$ cat src/rtl/dmem_arbiter.sv
// Two-port arbiter and access sequencer in front of the single-port data memory.
// Shares the memory between the CPU MEM stage and a debug/loader port and holds controls through the read-data cycle.
module dmem_arbiter #(
  parameter bit RR_EN = 1'b1
) (
  input  logic        clk,
  input  logic        rst_n,
  input  logic        c_req,
  input  logic [3:0]  c_op,
  input  logic [31:0] c_addr,
  input  logic [31:0] c_wdata,
  output logic        c_gnt,
  output logic        c_rvalid,
  output logic [31:0] c_rdata,
  output logic        c_err,
  input  logic        d_req,
  input  logic [3:0]  d_op,
  input  logic [31:0] d_addr,
  input  logic [31:0] d_wdata,
  output logic        d_gnt,
  output logic        d_rvalid,
  output logic [31:0] d_rdata,
  output logic        d_err,
  output logic [31:0] m_address,
  output logic [31:0] m_din,
  output logic [3:0]  m_rwen,
  input  logic [31:0] m_dout,
  output logic        busy
);

  typedef enum logic {IDLE, RD_DATA} state_t;

  state_t      state;
  logic        last_dbg;   // 1 = debug port won the most recent grant
  logic        lat_dbg;
  logic [31:0] lat_addr;
  logic [3:0]  lat_op;

  logic        any_req, pick_d, w_ok, idle_act;
  logic [3:0]  w_op;
  logic [31:0] w_addr, w_wdata;

  // Legal access codes, including the alignment each width requires.
  function automatic logic op_legal(input logic [3:0] op, input logic [1:0] a);
    case (op)
      4'b1000, 4'b1001, 4'b0101: op_legal = 1'b1;
      4'b1010, 4'b1011, 4'b0110: op_legal = ~a[0];
      4'b1100, 4'b0111:          op_legal = (a == 2'b00);
      default:                   op_legal = 1'b0;
    endcase
  endfunction

  assign any_req  = c_req | d_req;
  assign pick_d   = d_req & (~c_req | (RR_EN && !last_dbg));
  assign w_op     = pick_d ? d_op    : c_op;
  assign w_addr   = pick_d ? d_addr  : c_addr;
  assign w_wdata  = pick_d ? d_wdata : c_wdata;
  assign w_ok     = op_legal(w_op, w_addr[1:0]);
  assign idle_act = rst_n && (state == IDLE) && any_req;
  assign busy     = (state == RD_DATA);

  always_comb begin
    // NOTE: every output gets a default before the branches so no latch is inferred.
    c_gnt     = 1'b0;
    c_err     = 1'b0;
    c_rvalid  = 1'b0;
    c_rdata   = '0;
    d_gnt     = 1'b0;
    d_err     = 1'b0;
    d_rvalid  = 1'b0;
    d_rdata   = '0;
    m_address = '0;
    m_din     = '0;
    m_rwen    = 4'b0000;
    if (idle_act) begin
      if (pick_d) begin
        d_gnt = 1'b1;
        d_err = ~w_ok;
      end else begin
        c_gnt = 1'b1;
        c_err = ~w_ok;
      end
      if (w_ok) begin
        m_address = w_addr;
        m_din     = w_wdata;
        m_rwen    = w_op;
      end
    end else if (state == RD_DATA) begin
      // Memory output depends on the held address and code, so keep driving them.
      m_address = lat_addr;
      m_rwen    = lat_op;
      if (lat_dbg) begin
        d_rvalid = 1'b1;
        d_rdata  = m_dout;
      end else begin
        c_rvalid = 1'b1;
        c_rdata  = m_dout;
      end
    end
  end

  always_ff @(posedge clk or negedge rst_n) begin
    if (!rst_n) begin
      state    <= IDLE;
      last_dbg <= 1'b1;
      lat_dbg  <= 1'b0;
      lat_addr <= '0;
      lat_op   <= 4'b0000;
    end else begin
      // NOTE: non-blocking assignments keep every register update on the same edge view.
      case (state)
        IDLE: begin
          if (any_req) begin
            last_dbg <= pick_d;
            if (w_ok && w_op[3]) begin
              state    <= RD_DATA;
              lat_dbg  <= pick_d;
              lat_addr <= w_addr;
              lat_op   <= w_op;
            end
          end
        end
        RD_DATA: state <= IDLE;
        default: state <= IDLE;
      endcase
    end
  end

endmodule

$ cat config.mk
export PLATFORM = sky130hd
export DESIGN_NAME = dmem_arbiter
export DESIGN_NICKNAME = d
export VERILOG_FILES = /design/src/rtl/dmem_arbiter.sv
export SDC_FILE = /design/constraint.sdc
export NUM_CORES = 1
export LEC_CHECK = 0
export CORE_AREA = 5 5 117 119
export DETAILED_ROUTE_END_ITERATION = 10
export DIE_AREA = 0 0 122 124
export PLACE_DENSITY_LB_ADDON = 0.25
export SYNTH_ARGS = -nofsm -noshare
export SYNTH_HDL_FRONTEND = slang
export SYNTH_SLANG_ARGS = --single-unit
$ cat constraint.sdc
create_clock -name clk -period 4.4 [get_ports clk]
set_input_delay 1.32 -clock clk [delete_from_list [all_inputs] [get_ports clk]]
set_output_delay 1.32 -clock clk [all_outputs]
set_load 0.1 [all_outputs]
[After elaboration in Yosys (flattened, before gate mapping)]
Index checks and enable logic that the tools add are counted.
Storage, ports and cells
  bits of input ports: 172
  logic and storage cells: 65
  register bits after elaboration: 39
  output and inout bits: 139
Cells by class
  mux-type cells: 35
  reduce and logical (&&, ||, !) cells: 10
  bitwise logic cells: 7
  equality and inequality tests: 8
Operators with widths (count)
  32-bit 2-to-1 mux: 13
  4-bit equality test, second input constant: 5
  1-bit 2-to-1 mux: 16
  4-bit 2-to-1 mux: 4
  4-bit by 3-bit equality test with 1-bit output, second input constant: 3
  3-bit OR reduction: 2
  1-bit NOT: 4
  1-bit logical AND: 3
  1-bit case mux with 3 select lines: 1
  3-bit AND reduction: 1
  2-bit logical NOT: 1
  1-bit OR: 2
  1-bit case mux with 2 select lines: 1
  2-bit AND reduction: 1
  2-bit OR reduction: 1
  1-bit bitwise AND: 1
  1-bit logical NOT: 1

[Logic depth before layout (Yosys ltp)]
Gate-level depths: netlist (run 1).
  word-level depth: 11
  gate-level depth with buffers: 8
  depth with buffers taken out: 5

[Least setup slack after synthesis (run 1)]
Ideal clock, no wire load.
  path type: input port to output port
  start: input c_addr[1]
  end: output m_rwen[1]
  path buffers: 0
  stages on the path: 4
  slack: -1368 ps
  required time: 3080 ps
  data arrival time: 4448 ps
  cells stage by stage: o311a_1 -> or3_1 -> a32o_1 -> o31ai_1
Between the ends
  cells in the longest elaborated chain, start to end: 5
Ends and longest elaborated chain
  start: declaration: RTL line 10  | input logic [31:0] c_addr,
  32-bit 2-to-1 mux: RTL line 56  | assign w_addr = pick_d ? d_addr : c_addr;
  2-bit logical NOT: RTL line 48  | 4'b1100, 4'b0111: op_legal = (a == 2'b00);
  1-bit case mux with 3 select lines: RTL line 45  | case (op)
  4-bit 2-to-1 mux: RTL line 83  | if (w_ok) begin
  4-bit 2-to-1 mux: RTL line 75  | if (idle_act) begin
  end: declaration: RTL line 26  | output logic [3:0] m_rwen,
No other way between the ends.

[Worst setup path in the final report (run 1)]
  start: input c_addr[1]
  end: output m_address[18]
Between the ends
  cells in the longest elaborated chain, start to end: 5
Ends and longest elaborated chain
  32-bit 2-to-1 mux: RTL line 56
  2-bit logical NOT: RTL line 48
  1-bit case mux with 3 select lines: RTL line 45
  32-bit 2-to-1 mux: RTL line 83
  32-bit 2-to-1 mux: RTL line 75
  end: declaration: RTL line 24  | output logic [31:0] m_address,
No other way between the ends.

==> impl_metrics.yaml, run 1 <==
run_status:
  status: "finished, violations left"
  violations: "negative setup slack"
synth:
  yosys.area_share.simple_pct: 31.1
  synth_area_um2: 3590
  yosys_warnings: 0
  muxShareOfSynthArea_pct: 10.5
  yosys.area_share.adder_pct: 0
  synth_cell_type_count: 38
  synth_top_family_by_area: "simple AND/OR/NAND/NOR gates"
  ys.flop_type: "dfrtp_1"
  ys_seq_area_share_pct: 27.3
  synth_compound_area_share_pct: 24.2
  synth_edf_count: 0
  ys_ff_latch: 39
  synth.net_count: 595
  postSynthCellCount: 423
  async_flop_share_pct: 100
  avgSynthCellArea_um2: 8.48
  synthXorXnorAreaFrac_pct: 0
floorplanning:
  start_util_pct: 28.8
  dieArea_um2: 15100
  io-pin-count: 311
  die_w_um: 122
  rows: 41
  die_h_um: 124
  core_area_um2: 12500
sta:
  worst_slew_pin_slew_ns: 0.939
  finClkSkew_ns: 0.00220
  final_hold_viol_count: 0
  fin_ws_ns: -0.0856
  setup_viol_count_final: 65
  period_needed_ns: 4.49
  final.period_utilization_pct: 102
  clock.fmax_ghz: 0.223
  maxSlewViolCount: 0
  slew_headroom_pct: 37.4
  rsz0062_at_grt: "yes"
clock_tree:
  h-tree-depth: 2
  clk-insertion-delay-late_ns: 0.27
  clkSinkCount: 39
  cts.path.max_buffers: 2
  holdBufCountCts: 0
  clockRootBuffer: "clkbuf_16"
  numCtsBuffers: 5
  clk_pin_slew_ns: 0.06
  tritoncts: "yes"
route:
  vias: 4640
  drtIter0Drc: 190
  wl_per_cell_um: 19.8
  drcViolationCount: 0
  wl_mm: 19.0
  drt-vias-per-instance: 4.83
  ant_nets: 0
  drt-pass1-iter-count: 4
setup_path:
  crit_required_ns: 3.08
  reg2regPathDepth: 7
  r2r_start: "last_dbg"
  path_class: "primary input to primary output"
  ff2ff_setup_slack_ns: 2.34
  cp_max_fo: 7
  start_kind: "primary input"
  worstReg2RegEnd: "lat_addr[11]"
  cp-end-kind: "primary output"
  cp_data_arrival_time_ns: 3.17
place:
  place.gp.congestion: 0.858
  dp_slack_ns: -0.406
  hpwlAfterDp_mm: 15.7
  io_buffer_count: 310
  placed_cells: 937
  placed_area_um2: 9000
cells_and_area:
  drive_gt1_share_pct: 41.0
  fill_cells: 831
  layout.cells.non_filler: 960
  multi_input_area_um2: 2730
  mostFrequentLayoutCells: "157 x clkdlybuf4s50_1, 146 x buf_12, 70 x buf_4"
  area_growth_pct: 163
  fin_nets: 956
  final-seq-area_um2: 978
  design_area_um2: 9420
  layout_commonest_cell: "clkdlybuf4s50_1"
grt:
  grt_overflow: 0
  grt_max_degree: 73
  grt_pass1_wl_mm: 27.9
  grt_pass1_vias: 4918
  grt.total_usage_pct: 23.8
  grt_antenna_before_repair: 4
hold_path:
  hold_class: "register to register"
  hold_path_depth: 1
  min_from: "lat_op[3]"
  whs_endpoint: "lat_op[3]"
power_and_ir_drop:
  power_mw: 3.80
  ir_drop_uv: 286
  powerDensity_nw_per_um2: 404
  p_leak_nw: 3.89
flow_run:
  maxCapViolations: 0
## worst max path at each step
stage	cells after the start	slack, ns	from	endpoint
2_1_floorplan	4	-0.50	c_addr[1]	m_rwen[1]
3_3_place_gp	8	-0.37	c_addr[1]	m_address[3]
3_5_place_dp	9	-0.41	c_req	m_address[3]
4_1_cts	8	-0.15	c_op[1]	m_address[3]
5_1_grt	8	-0.14	c_addr[1]	m_address[18]
6_report	8	-0.09	c_addr[1]	m_address[18]
## sequential cells by signal, summed over array words and instances, names as in the netlist
| register | cells |
|---|---|
| lat_dbg | 1 |
| lat_op | 4 |
| last_dbg | 1 |
| lat_addr | 32 |
| busy | 1 |
## routing by layer
| metal | wire length, um | global-route usage (%) | up-vias | share of wire [%] |
|---|---|---|---|---|
| li1 | - | - | 2224 | - |
| met1 | 6660 | 25.2 | 2224 | 35 |
| met2 | 10500 | 47.1 | 172 | 55 |
| met3 | 1570 | 7.22 | 18 | 8.3 |
| met4 | 267 | 3.64 | 2 | 1.4 |
| met5 | 13 | 0 | - | 0.068 |
## worst max-delay path, stage by stage
cell     delay, ns
buf_6         0.09
o311a_1       0.33
or3_1         0.32
a32o_2        0.25
a21o_4        0.31
buf_12        0.18
o21ai_4       0.17
buf_12        0.19
## Yosys cell counts, types with 5 or more instances
| library cell | instances | area (um2) |
|---|---|---|
| a21oi_1 | 38 | 190 |
| a22oi_1 | 32 | 240 |
| buf_6 | 5 | 56.3 |
| and2_1 | 35 | 219 |
| mux2i_1 | 35 | 350 |
| nor2_1 | 41 | 154 |
| nand2_1 | 37 | 139 |
| dfrtp_1 | 38 | 951 |
| o21ai_2 | 30 | 263 |
| clkbuf_1 | 25 | 93.8 |
| nor2_4 | 30 | 338 |
| and3_1 | 35 | 219 |
## metrics by stage
stage / hold slack (ns) / TNS (ns) / utilization [%]
3_5_place_dp: 0.456 / -23.68 / 72.2
3_3_place_gp: 0.454 / -21.34 / 72.2
5_1_grt: 0.506 / -5.36 / 75.6
6_report: 0.466 / -2.74 / 75.6
4_1_cts: 0.471 / -7.35 / 75.0
2_1_floorplan: 0.435 / -5.84 / -
## cell type report
cell class	count	area share [%]
Timing Repair Buffer	395	56.2
Tap cell	172	2.28
Clock inverter	2	0.638
Sequential cell	39	10.4
Inverter	1	0.0398
Clock buffer	6	1.37
Antenna cell	3	0.0797
Multi-Input combinational cell	342	29.0
## kinds of logic (layout without fill, tap and decap cells)
family                 count (synthesis)  after routing
flip-flops                            39             39
buffers and inverters                 42            404
other                                  0              3
AND/OR/NAND/NOR                      185            185
AO/OA/AOI/OAI                        120            120
multiplexers                          37             37
## what timing repair did
item                                    CTS  global route
cloned                                    3             2
resized for setup                        36            13
setup buffers                             5             2
endpoints found under the hold margin     0             0
endpoints found under the setup margin   70            67
pin swaps                                15            11
## power by group
group	internal (mW)	total (mW)	switching (mW)
registers	0.513	0.649	0.136
clock network	0.325	0.459	0.134
logic	1.05	2.70	1.65
total	1.89	3.80	1.92
(Power assumes the default switching activity.)
==> inputs of run 2 (changes only) <==
- CORE_AREA: 5 5 117 119 -> not set
- CORE_MARGIN: not set -> 5
- CORE_UTILIZATION: not set -> 29
- DIE_AREA: 0 0 122 124 -> not set
- clock period: 4.4 -> 3.9 ns (I/O delays scaled with it)
==> run 2 against run 1 <==
Against the previous run: core utilization increased by 2.4 points; critical path type unchanged; worst setup slack got worse by 0.24 ns; largest cell class unchanged; global-route usage about the same; largest power group unchanged; the flow still finishes with violations (negative setup slack).
==> impl_metrics.yaml, run 2 (synthesized netlist as in run 1, its figures left out) <==
sta:
  setup_viol_count_final: 68
  rsz0062_at_grt: "yes"
  fin_tns_setup_ns: -14.87
  slew_headroom_pct: 40.6
  fin_ws_ns: -0.328
  final.period_utilization_pct: 108
  maxSlewViolCount: 0
  finClkSkew_ns: 0.00442
  final_hold_viol_count: 0
  period_needed_ns: 4.23
  clock.fmax_ghz: 0.237
  worst_slew_pin_slew_ns: 0.891
place:
  hpwlAfterDp_mm: 15.2
  placed_cells: 931
  place.gp.congestion: 0.892
  io_buffer_count: 310
  placed_area_um2: 9010
grt:
  grt_pass1_vias: 4908
  grt_max_degree: 60
  grt_antenna_before_repair: 2
  grt_pass1_wl_mm: 27.7
  grt.total_usage_pct: 23.9
  grt_overflow: 0
route:
  drcViolationCount: 0
  ant_nets: 0
  drt-vias-per-instance: 4.85
  drt-pass1-iter-count: 4
  vias: 4622
  wl_mm: 18.5
  drtIter0Drc: 156
  wl_per_cell_um: 19.4
setup_path:
  ff2ff_setup_slack_ns: 1.59
  crit_required_ns: 2.73
  r2r_start: "last_dbg"
  path_class: "primary input to primary output"
  cp-end-kind: "primary output"
  cp-startpoint: "d_op[0]"
  start_kind: "primary input"
  cp_data_arrival_time_ns: 3.06
  cp_max_fo: 7
clock_tree:
  clockRootBuffer: "clkbuf_16"
  numCtsBuffers: 5
  cts.path.max_buffers: 2
  clkSinkCount: 39
  clk_pin_slew_ns: 0.05
  h-tree-depth: 2
  tritoncts: "yes"
  clk-insertion-delay-late_ns: 0.27
floorplanning:
  dieArea_um2: 14700
  io-pin-count: 311
  core_area_um2: 12100
  start_util_pct: 29.7
  die_w_um: 121
  die_h_um: 121
  rows: 40
run_status:
  status: "finished, violations left"
  violations: "negative setup slack"
hold_path:
  hold_class: "register to register"
  min_from: "lat_op[3]"
cells_and_area:
  design_area_um2: 9400
  fin_util_pct: 77.9
  fin_nets: 955
  largest_reg_flops: 32
  layout_commonest_cell: "clkdlybuf4s50_1"
  layout.cells.non_filler: 953
  mostFrequentLayoutCells: "157 x clkdlybuf4s50_1, 146 x buf_12, 66 x buf_4"
  drive_gt1_share_pct: 42.3
  top_register: "lat_addr"
  top_regs: "lat_addr: 32 flops, lat_op: 4 flops"
  area_growth_pct: 162
power_and_ir_drop:
  p_leak_nw: 3.87
  power_mw: 4.18
  ir_drop_uv: 365
  powerDensity_nw_per_um2: 444
flow_run:
  maxCapViolations: 0
==> run 2: layout make-up <==
class | count | area (um2)
sequential | 39 | 978
timing repair buffer | 394 | 5300
clock inverter | 1 | 5.00
fill | 767 | 2660
multi-input combinational | 342 | 2760
tap | 168 | 210
antenna | 1 | 2.50
clock buffer | 7 | 143
inverter | 1 | 3.75
==> run 2: critical path: stages <==
cell,delay [ns]
clkdlybuf4s15_1,0.19
o31a_1,0.26
a211o_1,0.32
a32o_2,0.27
a21o_4,0.29
buf_12,0.18
o21ai_4,0.17
buf_12,0.19
==> run 2: per-stage QoR <==
step / worst slack (ns) / hold slack, ns
floorplan: -0.298 / 0.435
global placement: -0.604 / 0.454
detailed placement: -0.656 / 0.462
CTS: -0.378 / 0.474
global route: -0.387 / 0.482
finish: -0.328 / 0.476
==> run 2: what timing repair did <==
| item | CTS | global route |
|---|---|---|
| gates cloned | 4 | 0 |
| pin swaps | 13 | 12 |
| buffers inserted | 7 | 2 |
| endpoints found under the setup margin | 70 | 69 |
| resized for setup | 45 | 11 |
| hold buffers | 0 | 0 |
==> run 2: routing by layer <==
layer / GRT usage [%] / vias to the layer above / part of all wire, %
li1: - / 2216 / -
met2: 47.6 / 205 / 55
met5: 0 / - / 0.070
met4: 4.55 / 2 / 1.5
met3: 6.76 / 22 / 8.6
met1: 24.6 / 2177 / 35
==> run 2: final timing paths <==
path                            endpoint  cells past startpoint
max                        m_address[18]                      8
min                            lat_op[3]                      1
max reg2reg                    lat_op[3]                      7
min reg2reg                    lat_op[3]                      1
max in group asynchronous           busy                      2
min in group asynchronous   lat_addr[28]                      2
==> run 2: report_power, final <==
part	total, mW	switching [mW]	internal, mW
clock network	0.396	0.143	0.253
logic	3.05	1.86	1.19
registers	0.728	0.149	0.579
total	4.18	2.16	2.02
==> inputs of run 3 (changes only) <==
- SETUP_SLACK_MARGIN: not set -> 0.2
==> run 3 against run 2 <==
Against the previous run: first-iteration DRC count is 36% higher; worst setup slack improved by 0.078 ns; count of clock-buffer cells in the layout down 1; sequential power decreased by 0.5%; register-to-register slack better by 0.20 ns; die area is the same; the run still ends with negative setup slack left; non-clock buffer count fell by 5; hold slack got worse by 0.0060 ns; clock power fell by 1%; sequential cell count unchanged; global-route usage is 0.67 points lower.
==> impl_metrics.yaml, run 3 (synthesized netlist as in run 1, its figures left out) <==
run_status:
  status: "finished, violations left"
  violations: "negative setup slack"
cells_and_area:
  largest_reg_flops: 32
  area_growth_pct: 162
  fin_nets: 950
  layout.cells.non_filler: 951
  top_regs: "lat_addr: 32 flops, lat_op: 4 flops"
  top_register: "lat_addr"
  mostFrequentLayoutCells: "156 x clkdlybuf4s50_1, 147 x buf_12, 58 x buf_4"
  layout_commonest_cell: "clkdlybuf4s50_1"
  drive_gt1_share_pct: 42.3
power_and_ir_drop:
  p_int_mw: 2.01
  sw_frac_of_total_pct: 51.6
  powerDensity_nw_per_um2: 442
  p_clk_share_pct: 9.4
  ir_drop_uv: 362
  power_frac_comb_pct: 73.1
  seqPwrFrac_pct: 17.4
  switchingPower_mw: 2.14
  p_leak_nw: 3.87
clock_tree:
  holdBufCountCts: 0
  clk-insertion-delay-late_ns: 0.27
  clockRootBuffer: "clkbuf_16"
  numCtsBuffers: 5
  cts.path.max_buffers: 2
  clkSinkCount: 39
  clk_pin_slew_ns: 0.05
  h-tree-depth: 2
  tritoncts: "yes"
setup_path:
  start_kind: "primary input"
  path_class: "primary input to primary output"
  cp_max_fo: 5
  r2r_start: "last_dbg"
  reg2regPathDepth: 6
  cp_top_family: "compound AO/OA/AOI/OAI gates"
  cp_data_arrival_time_ns: 2.98
  cpPeakStageDelay_ns: 0.34
  crit_required_ns: 2.73
  crit_top_cell: "buf_12"
  worstReg2RegEnd: "lat_op[3]"
  slowest_stage: "o311a_1"
  cp_num_cells: 8
  ff2ff_setup_slack_ns: 1.79
  crit_path_end: "m_address[6]"
  cp-startpoint: "c_op[1]"
  crit_chain: "buf_6 > o311a_1 > or3_1 > a32o_2 > a21o_4 > buf_12 > o21ai_4 > buf_12"
  critPathBufInv: 3
  cp-end-kind: "primary output"
route:
  drcViolationCount: 0
  drt-vias-per-instance: 4.76
  ant_nets: 0
  wl_per_cell_um: 18.7
  drt-pass1-iter-count: 4
  wl_mm: 17.8
  vias: 4528
  drtIter0Drc: 212
place:
  dp_slack_ns: -0.614
  hpwlAfterDp_mm: 14.6
  io_buffer_count: 310
  placed_cells: 931
  place.gp.congestion: 0.869
grt:
  grt_max_degree: 73
  grt.total_usage_pct: 23.2
  grt_antenna_before_repair: 6
  grt_pass1_wl_mm: 27.1
  grt_overflow: 0
  grt_pass1_vias: 4782
sta:
  period_needed_ns: 4.15
  setup_viol_count_final: 68
  clock.fmax_ghz: 0.241
  worst_slew_pin_slew_ns: 0.928
  maxSlewViolCount: 0
  slew_headroom_pct: 38.1
  rsz0062_at_grt: "yes"
  final.period_utilization_pct: 106
  finClkSkew_ns: 0.00238
  fin_ws_ns: -0.250
  final_hold_viol_count: 0
  hold_ws_ns: 0.470
floorplanning:
  die_w_um: 121
  rows: 40
  io-pin-count: 311
  start_util_pct: 29.7
  die_h_um: 121
  dieArea_um2: 14700
  core_area_um2: 12100
hold_path:
  hold_class: "register to register"
flow_run:
  maxCapViolations: 0
[run 3: metrics by stage]
step                util, %  instance area, um2  setup TNS, ns  power [mW]
floorplan                 -                3970         -17.36        2.56
global placement       74.8                9030         -37.58        3.65
finish                 77.8                9380         -14.18        4.15
detailed placement     74.8                9030         -40.52        3.71
CTS                    77.1                9300         -19.31        4.16
global route           77.7                9380         -17.43        4.33
[run 3: worst min-delay path by stage]
stage                    from        end  slack [ns]  cells past startpoint
global placement    lat_op[3]  lat_op[3]        0.45                      1
global route        lat_op[3]  lat_op[3]        0.51                      1
floorplan           lat_op[3]  lat_op[3]        0.43                      1
finish              lat_op[3]  lat_op[3]        0.47                      1
detailed placement  lat_op[3]  lat_op[3]        0.46                      1
CTS                 lat_op[3]  lat_op[3]        0.47                      1
[run 3: worst register-to-register path: stages, from the launching register on]
cell and delay (ns):
dfstp_2 0.60, a21bo_4 0.23, buf_12 0.26, o221ai_1 0.18, and4_2 0.29, buf_12 0.20, or2_1 0.24
[run 3: timing repair]
action / in CTS / in global routing
gates resized for setup: 50 / 15
pin swaps: 16 / 13
endpoints found under the setup margin: 72 / 71
gates cloned: 2 / 1
buffers inserted: 3 / 2
[run 3: per-layer routing]
metal / vias to the layer above / GRT usage (%) / wire length, um
met5: - / 0 / 20
met4: 2 / 6.02 / 391
met3: 26 / 7.83 / 1550
met2: 190 / 43.5 / 9370
met1: 2109 / 24.7 / 6420
li1: 2201 / - / -
[run 3: power groups by stage]
stage | Clock [mW] | Sequential, mW | Combinational, mW
finish | 0.392 | 0.724 | 3.03
global route | 0.419 | 0.755 | 3.16
CTS | 0.402 | 0.722 | 3.04
detailed placement | 0 | 0.728 | 2.98
global placement | 0 | 0.712 | 2.94
floorplan | 0 | 0.670 | 1.89
[run 3: cell type report]
cell class | instances | area (um2)
Antenna cell | 5 | 12.5
Clock buffer | 6 | 139
Clock inverter | 1 | 5.00
Fill cell | 713 | 2680
Inverter | 1 | 3.75
Multi-Input combinational cell | 342 | 2760
Sequential cell | 39 | 978
Tap cell | 168 | 210
Timing Repair Buffer | 389 | 5270
